### src/rtl/lcd_timing_pkg.sv
// Shared constants, helpers and FSM encoding for the LCD timing driver.
// Default constants describe an 800x480 panel.
package lcd_timing_pkg;

    localparam logic [10:0] DEF_H_SYNC  = 11'd128;
    localparam logic [10:0] DEF_H_BACK  = 11'd88;
    localparam logic [10:0] DEF_H_DISP  = 11'd800;
    localparam logic [10:0] DEF_H_FRONT = 11'd40;
    localparam logic [10:0] DEF_V_SYNC  = 11'd2;
    localparam logic [10:0] DEF_V_BACK  = 11'd33;
    localparam logic [10:0] DEF_V_DISP  = 11'd480;
    localparam logic [10:0] DEF_V_FRONT = 11'd10;

    typedef enum logic [1:0] {
        ST_IDLE  = 2'd0,
        ST_RUN   = 2'd1,
        ST_DRAIN = 2'd2
    } lcd_state_t;

    function automatic logic [10:0] axis_total(
        input logic [10:0] sync,
        input logic [10:0] back,
        input logic [10:0] disp,
        input logic [10:0] front
    );
        return sync + back + disp + front;
    endfunction

    function automatic logic [10:0] axis_active_start(
        input logic [10:0] sync,
        input logic [10:0] back
    );
        return sync + back;
    endfunction

endpackage

### src/rtl/lcd_axis_counter.sv
// Wrapping position counter for one scan axis (0..TOTAL-1).
// Ports: lcd_pclk, rst, clr (sync clear), inc (advance), cnt, wrap (last step).
module lcd_axis_counter #(
    parameter logic [10:0] TOTAL = 11'd1056
) (
    input  logic        lcd_pclk,
    input  logic        rst,
    input  logic        clr,
    input  logic        inc,
    output logic [10:0] cnt,
    output logic        wrap
);

    logic at_end;

    assign at_end = (cnt == TOTAL - 11'd1);
    assign wrap   = inc && at_end;

    always_ff @(posedge lcd_pclk or posedge rst) begin
        if (rst) begin
            cnt <= '0;
        end else if (clr) begin
            cnt <= '0;
        end else if (inc) begin
            cnt <= at_end ? 11'd0 : cnt + 11'd1;
        end
    end

endmodule

### src/rtl/lcd_timing_driver.sv
// LCD panel timing generator: HSYNC/VSYNC/DE, early pixel coordinates, RGB gating.
// Ports: lcd_pclk, rst, disp_en, pixel_data in; coords, sync, de, rgb, bl, clk out.
module lcd_timing_driver
    import lcd_timing_pkg::*;
#(
    parameter logic [10:0] H_SYNC  = DEF_H_SYNC,
    parameter logic [10:0] H_BACK  = DEF_H_BACK,
    parameter logic [10:0] H_DISP  = DEF_H_DISP,
    parameter logic [10:0] H_FRONT = DEF_H_FRONT,
    parameter logic [10:0] V_SYNC  = DEF_V_SYNC,
    parameter logic [10:0] V_BACK  = DEF_V_BACK,
    parameter logic [10:0] V_DISP  = DEF_V_DISP,
    parameter logic [10:0] V_FRONT = DEF_V_FRONT
) (
    input  logic        lcd_pclk,
    input  logic        rst,
    input  logic        disp_en,
    input  logic [23:0] pixel_data,
    output logic [10:0] pixel_xpos,
    output logic [10:0] pixel_ypos,
    output logic [10:0] h_disp,
    output logic [10:0] v_disp,
    output logic        data_req,
    output logic        frame_start,
    output logic        lcd_hs,
    output logic        lcd_vs,
    output logic        lcd_de,
    output logic [23:0] lcd_rgb,
    output logic        lcd_bl,
    output logic        lcd_clk
);

    localparam logic [10:0] H_TOTAL = axis_total(H_SYNC, H_BACK, H_DISP, H_FRONT);
    localparam logic [10:0] V_TOTAL = axis_total(V_SYNC, V_BACK, V_DISP, V_FRONT);
    localparam logic [10:0] HA      = axis_active_start(H_SYNC, H_BACK);
    localparam logic [10:0] VA      = axis_active_start(V_SYNC, V_BACK);
    localparam logic [10:0] DE_END  = HA + H_DISP;
    // Coordinate request window leads the DE window by one pixel clock.
    localparam logic [10:0] REQ_BEG = HA - 11'd1;
    localparam logic [10:0] REQ_END = HA + H_DISP - 11'd1;
    localparam logic [10:0] V_END   = VA + V_DISP;

    lcd_state_t  state;
    logic        running;
    logic [10:0] h_cnt;
    logic [10:0] v_cnt;
    logic        h_wrap;
    logic        v_wrap;
    logic        v_act;
    logic        h_de;
    logic        h_req;

    assign running = (state != ST_IDLE);

    lcd_axis_counter #(.TOTAL(H_TOTAL)) u_h_cnt (
        .lcd_pclk (lcd_pclk),
        .rst      (rst),
        .clr      (!running),
        .inc      (running),
        .cnt      (h_cnt),
        .wrap     (h_wrap)
    );

    lcd_axis_counter #(.TOTAL(V_TOTAL)) u_v_cnt (
        .lcd_pclk (lcd_pclk),
        .rst      (rst),
        .clr      (!running),
        .inc      (h_wrap),
        .cnt      (v_cnt),
        .wrap     (v_wrap)
    );

    // v_wrap marks the last cycle of a frame, the only point a scan may stop.
    always_ff @(posedge lcd_pclk or posedge rst) begin
        if (rst) begin
            state  <= ST_IDLE;
            lcd_bl <= 1'b0;
        end else begin
            unique case (state)
                ST_IDLE: begin
                    if (disp_en) begin
                        state  <= ST_RUN;
                        lcd_bl <= 1'b1;
                    end
                end
                ST_RUN: begin
                    if (!disp_en) begin
                        if (v_wrap) begin
                            state  <= ST_IDLE;
                            lcd_bl <= 1'b0;
                        end else begin
                            state  <= ST_DRAIN;
                        end
                    end
                end
                ST_DRAIN: begin
                    if (disp_en) begin
                        state  <= ST_RUN;
                    end else if (v_wrap) begin
                        state  <= ST_IDLE;
                        lcd_bl <= 1'b0;
                    end
                end
                default: begin
                    state  <= ST_IDLE;
                    lcd_bl <= 1'b0;
                end
            endcase
        end
    end

    assign v_act = (v_cnt >= VA) && (v_cnt < V_END);
    assign h_de  = (h_cnt >= HA) && (h_cnt < DE_END);
    assign h_req = (h_cnt >= REQ_BEG) && (h_cnt < REQ_END);

    assign lcd_hs      = !(running && (h_cnt < H_SYNC));
    assign lcd_vs      = !(running && (v_cnt < V_SYNC));
    assign lcd_de      = running && h_de && v_act;
    assign data_req    = running && h_req && v_act;
    assign frame_start = running && (h_cnt == 11'd0) && (v_cnt == 11'd0);

    assign pixel_xpos = data_req ? (h_cnt - REQ_BEG) : 11'd0;
    assign pixel_ypos = data_req ? (v_cnt - VA) : 11'd0;

    // The source registers colour one cycle after the coordinates, so the
    // data arriving now already belongs to the current DE pixel.
    assign lcd_rgb = lcd_de ? pixel_data : 24'd0;

    assign h_disp  = H_DISP;
    assign v_disp  = V_DISP;
    assign lcd_clk = lcd_pclk;

endmodule

### config.mk
export PLATFORM = sky130hd
export DESIGN_NAME = lcd_timing_driver
export DESIGN_NICKNAME = d
export VERILOG_FILES = /design/src/rtl/lcd_timing_pkg.sv /design/src/rtl/lcd_axis_counter.sv /design/src/rtl/lcd_timing_driver.sv
export SDC_FILE = /design/constraint.sdc
export NUM_CORES = 1
export LEC_CHECK = 0
export CAP_MARGIN = 20
export CORE_MARGIN = 2
export CORE_UTILIZATION = 41
export DETAILED_ROUTE_END_ITERATION = 10
export PLACE_DENSITY = 0.86
export SETUP_SLACK_MARGIN = 0.3
export SLEW_MARGIN = 40
export SYNTH_ARGS = -nofsm -noshare
export SYNTH_HDL_FRONTEND = slang
export SYNTH_SLANG_ARGS = --single-unit
### constraint.sdc
create_clock -name lcd_pclk -period 2.2 [get_ports lcd_pclk]
set_input_delay 0.55 -clock lcd_pclk [delete_from_list [all_inputs] [get_ports lcd_pclk]]
set_output_delay 0.55 -clock lcd_pclk [all_outputs]
set_load 0.005 [all_outputs]
==> results of run 1 <==
## worst max path at each step
stage | end | depth (start not counted)
4_1_cts | pixel_ypos[2] | 7
6_report | pixel_ypos[2] | 7
5_1_grt | pixel_ypos[2] | 7
3_5_place_dp | pixel_ypos[6] | 6
3_3_place_gp | pixel_ypos[10] | 6
2_1_floorplan | lcd_rgb[10] | 7
## area by class of cell
class                   instances  area, sq um  share of cell area (%)
inverters                      35          139                    2.68
flip-flops and latches         25          627                    12.1
multi-input cells             254         2450                    47.4
repair buffers                203         1750                    33.9
clock buffers                   7         98.8                    1.91
clock inverters                 1         5.00                  0.0967
well taps                      77         96.3                    1.86
## critical path, stage by stage (launching register included)
cell and delay [ns]:
dfrtp_1 0.45, a2111o_1 0.54, o21ai_4 0.25, buf_6 0.16, o211ai_4 0.12, buf_6 0.16
nor4bb_4 0.41, buf_2 0.20
## report_power, final
group          switching (mW)  leakage, nW  internal [mW]
logic                   0.686         2.24          0.468
clock network           0.222       0.0547          0.300
registers              0.0399        0.341          0.503
## registers in the layout, summed over array words and instances (netlist names)
signal and count:
lcd_bl 1, state 2, u_v_cnt.cnt 11, u_h_cnt.cnt 11
## layer usage
| metal | vias up | share of wire, % |
|---|---|---|
| met4 | 0 | 11 |
| met5 | - | 0 |
| met3 | 229 | 17 |
| li1 | 1527 | - |
| met2 | 569 | 42 |
| met1 | 1862 | 30 |
## synth_stat cells, types with 6 or more instances
| master | instances | area, sq um |
|---|---|---|
| buf_4 | 23 | 173 |
| nor3_2 | 18 | 180 |
| a21oi_1 | 9 | 45.0 |
| clkbuf_1 | 12 | 45.0 |
| nor2_1 | 20 | 75.1 |
| xnor2_1 | 17 | 149 |
| nor4_1 | 11 | 68.8 |
| ha_1 | 8 | 100 |
| o21ai_0 | 8 | 40.0 |
| or3_1 | 6 | 37.5 |
| nor3_1 | 32 | 160 |
| buf_2 | 12 | 60.1 |
| inv_1 | 35 | 131 |
| dfrtp_1 | 25 | 626 |
| nand3_1 | 10 | 50.1 |
| nand2_1 | 16 | 60.1 |
## what timing repair did
item,CTS,global route
setup buffers,34,6
endpoints found under the setup margin,64,72
pin swaps,53,27
gates cloned,4,0
resized for setup,318,63
## logic make-up (layout without fill, tap and decap cells)
kind of cell             count (synthesis)  after routing  share of synthesized area, %
buffers and inverters                   88            246                          17.1
multiplexers                             1              1                         0.377
XOR/XNOR                                22             22                          7.26
flip-flops                              25             25                          23.6
AND/OR/NAND/NOR                        143            144                          32.5
other                                    2             22                         0.283
adder cells (fa/ha/maj)                  8              8                          3.77
AO/OA/AOI/OAI                           56             57                          15.1
==> results.sh, run 1 <==
export IMPL_status="finished, violations left"
export IMPL_violations="setup timing"
export IMPL_holdBufCountCts=0
export IMPL_nFillCells=261
export IMPL_worst_endpoint_required_ns=1.65
export IMPL_r2r_end="u_v_cnt.cnt[3]"
export IMPL_grt_pass1_vias=3899
export IMPL_busiest_layer="met2"
export IMPL_stdcell_area_sq_um=5170
export IMPL_clock_latency_ns=0.40
export IMPL_synth_async_reset_ratio_pct=100
export IMPL_final_cell_mix="buf_4, buf_2, buf_6"
export IMPL_slew_headroom_pct=54.5
export IMPL_route_detailed_drc=0
export IMPL_grt_remaining_overflow=0
export IMPL_rows=29
export IMPL_initial_utilization_pct=42.0
export IMPL_reg2reg_slack_ns=0.04
export IMPL_reg2regPathDepth=10
export IMPL_startpoint="u_v_cnt.cnt[4]"
export IMPL_rsz0062_at_grt="yes"
export IMPL_dp_slack_ns=-0.665
export IMPL_dr_pass1_iters=7
export IMPL_syn_inst=345
export IMPL_p_per_area_nw_per_um2=429
export IMPL_hold_path_class="primary input to async pin"
export IMPL_grt_use_met1_pct=42.7
export IMPL_final_common_cell="buf_4"
export IMPL_drive_above_1_share_pct=55.6
export IMPL_place_area_sq_um=4130
export IMPL_finalSetupTns_ns=-40.19
export IMPL_fin_crit_sh_pct=147
export IMPL_min_period_ns=3.23
export IMPL_synth_edff_count=0
export IMPL_ys_ff_latch=25
export IMPL_vdd_ir_drop_max_v=0.000444
export IMPL_grtUsageTotal_pct=40.4
export IMPL_final_cells=602
export IMPL_p_total_mw=2.22
export IMPL_rr_startpoint="u_v_cnt.cnt[6]"
export IMPL_endpoint_kind="output port"
export IMPL_cp_max_fo=4
export IMPL_syn_area_per_cell_sq_um=7.69
export IMPL_crit_type="flip-flop to output port"
export IMPL_max_freq_mhz=309
export IMPL_synth_flop_cell="dfrtp_1"
export IMPL_antenna_found_initial=0
export IMPL_port_buffers=79
export IMPL_cp_start_kind="flip-flop"
export IMPL_slew_viol_final=0
export IMPL_finalHoldViolations=0
export IMPL_worst_slew_pin_slew_ns=0.678
export IMPL_tritoncts="done"
export IMPL_drv_cap=0
export IMPL_n_antenna_cell=0
export IMPL_grt_pass1_wl_um=22000
export IMPL_final_nets=561
export IMPL_yosysSeqAreaShare_pct=23.6
export IMPL_ioPinCount=102
export IMPL_yosys_warnings=0
export IMPL_postRouteAntennaNets=0
export IMPL_drt_wl_total_um=17800
export IMPL_gp_congestion=0.872
export IMPL_die_h_um=84.4
export IMPL_syn_area_sq_um=2650
export IMPL_clkTransAtPathRegs_ns=0.11
export IMPL_vias=4187
export IMPL_holdWs_ns=0.508
export IMPL_coreArea_sq_um=6310
export IMPL_drt_iter0_markers=789
export IMPL_met3_usage_pct=10.9
export IMPL_power_leakage_nw=2.64
export IMPL_ys_types=55
export IMPL_area_growth_pct=95.1
export IMPL_arrival_ns=2.68
export IMPL_grt_util_met2_pct=67.8
export IMPL_dpl_hpwl_um=6640
export IMPL_finish_utilization_pct=82.0
export IMPL_grt_max_degree=26
export IMPL_wl_per_cell_um=29.6
export IMPL_setup_viol=51
export IMPL_via_per_inst=6.96
export IMPL_dieArea_sq_um=7130
export IMPL_finalClockSkew_ns=0.0153
export IMPL_die_x_um=84.4
export IMPL_dpl_cell_count=551
export IMPL_fin_ws_ns=-1.03
Power figures use the tool's default switching activity.
==> run 2, diff against run 1 <==
--- a/config.mk
+++ b/config.mk
@@ -8,6 +8,7 @@
 export CAP_MARGIN = 20
 export CORE_MARGIN = 2
 export CORE_UTILIZATION = 41
+export CTS_CLUSTER_SIZE = 40
 export DETAILED_ROUTE_END_ITERATION = 10
 export PLACE_DENSITY = 0.86
 export SETUP_SLACK_MARGIN = 0.3
==> results of run 2 <==
No change in the layout: final DEF, timing and power equal those of run 1.
==> run 3, diff against run 2 <==
--- a/config.mk
+++ b/config.mk
@@ -10,9 +10,10 @@
 export CORE_UTILIZATION = 41
 export CTS_CLUSTER_SIZE = 40
 export DETAILED_ROUTE_END_ITERATION = 10
+export HOLD_SLACK_MARGIN = 0.03
 export PLACE_DENSITY = 0.86
 export SETUP_SLACK_MARGIN = 0.3
-export SLEW_MARGIN = 40
+export SLEW_MARGIN = 30
 export SYNTH_ARGS = -nofsm -noshare
 export SYNTH_HDL_FRONTEND = slang
 export SYNTH_SLANG_ARGS = --single-unit
==> results of run 3 <==
No change in the layout: final DEF, timing and power equal those of run 1.
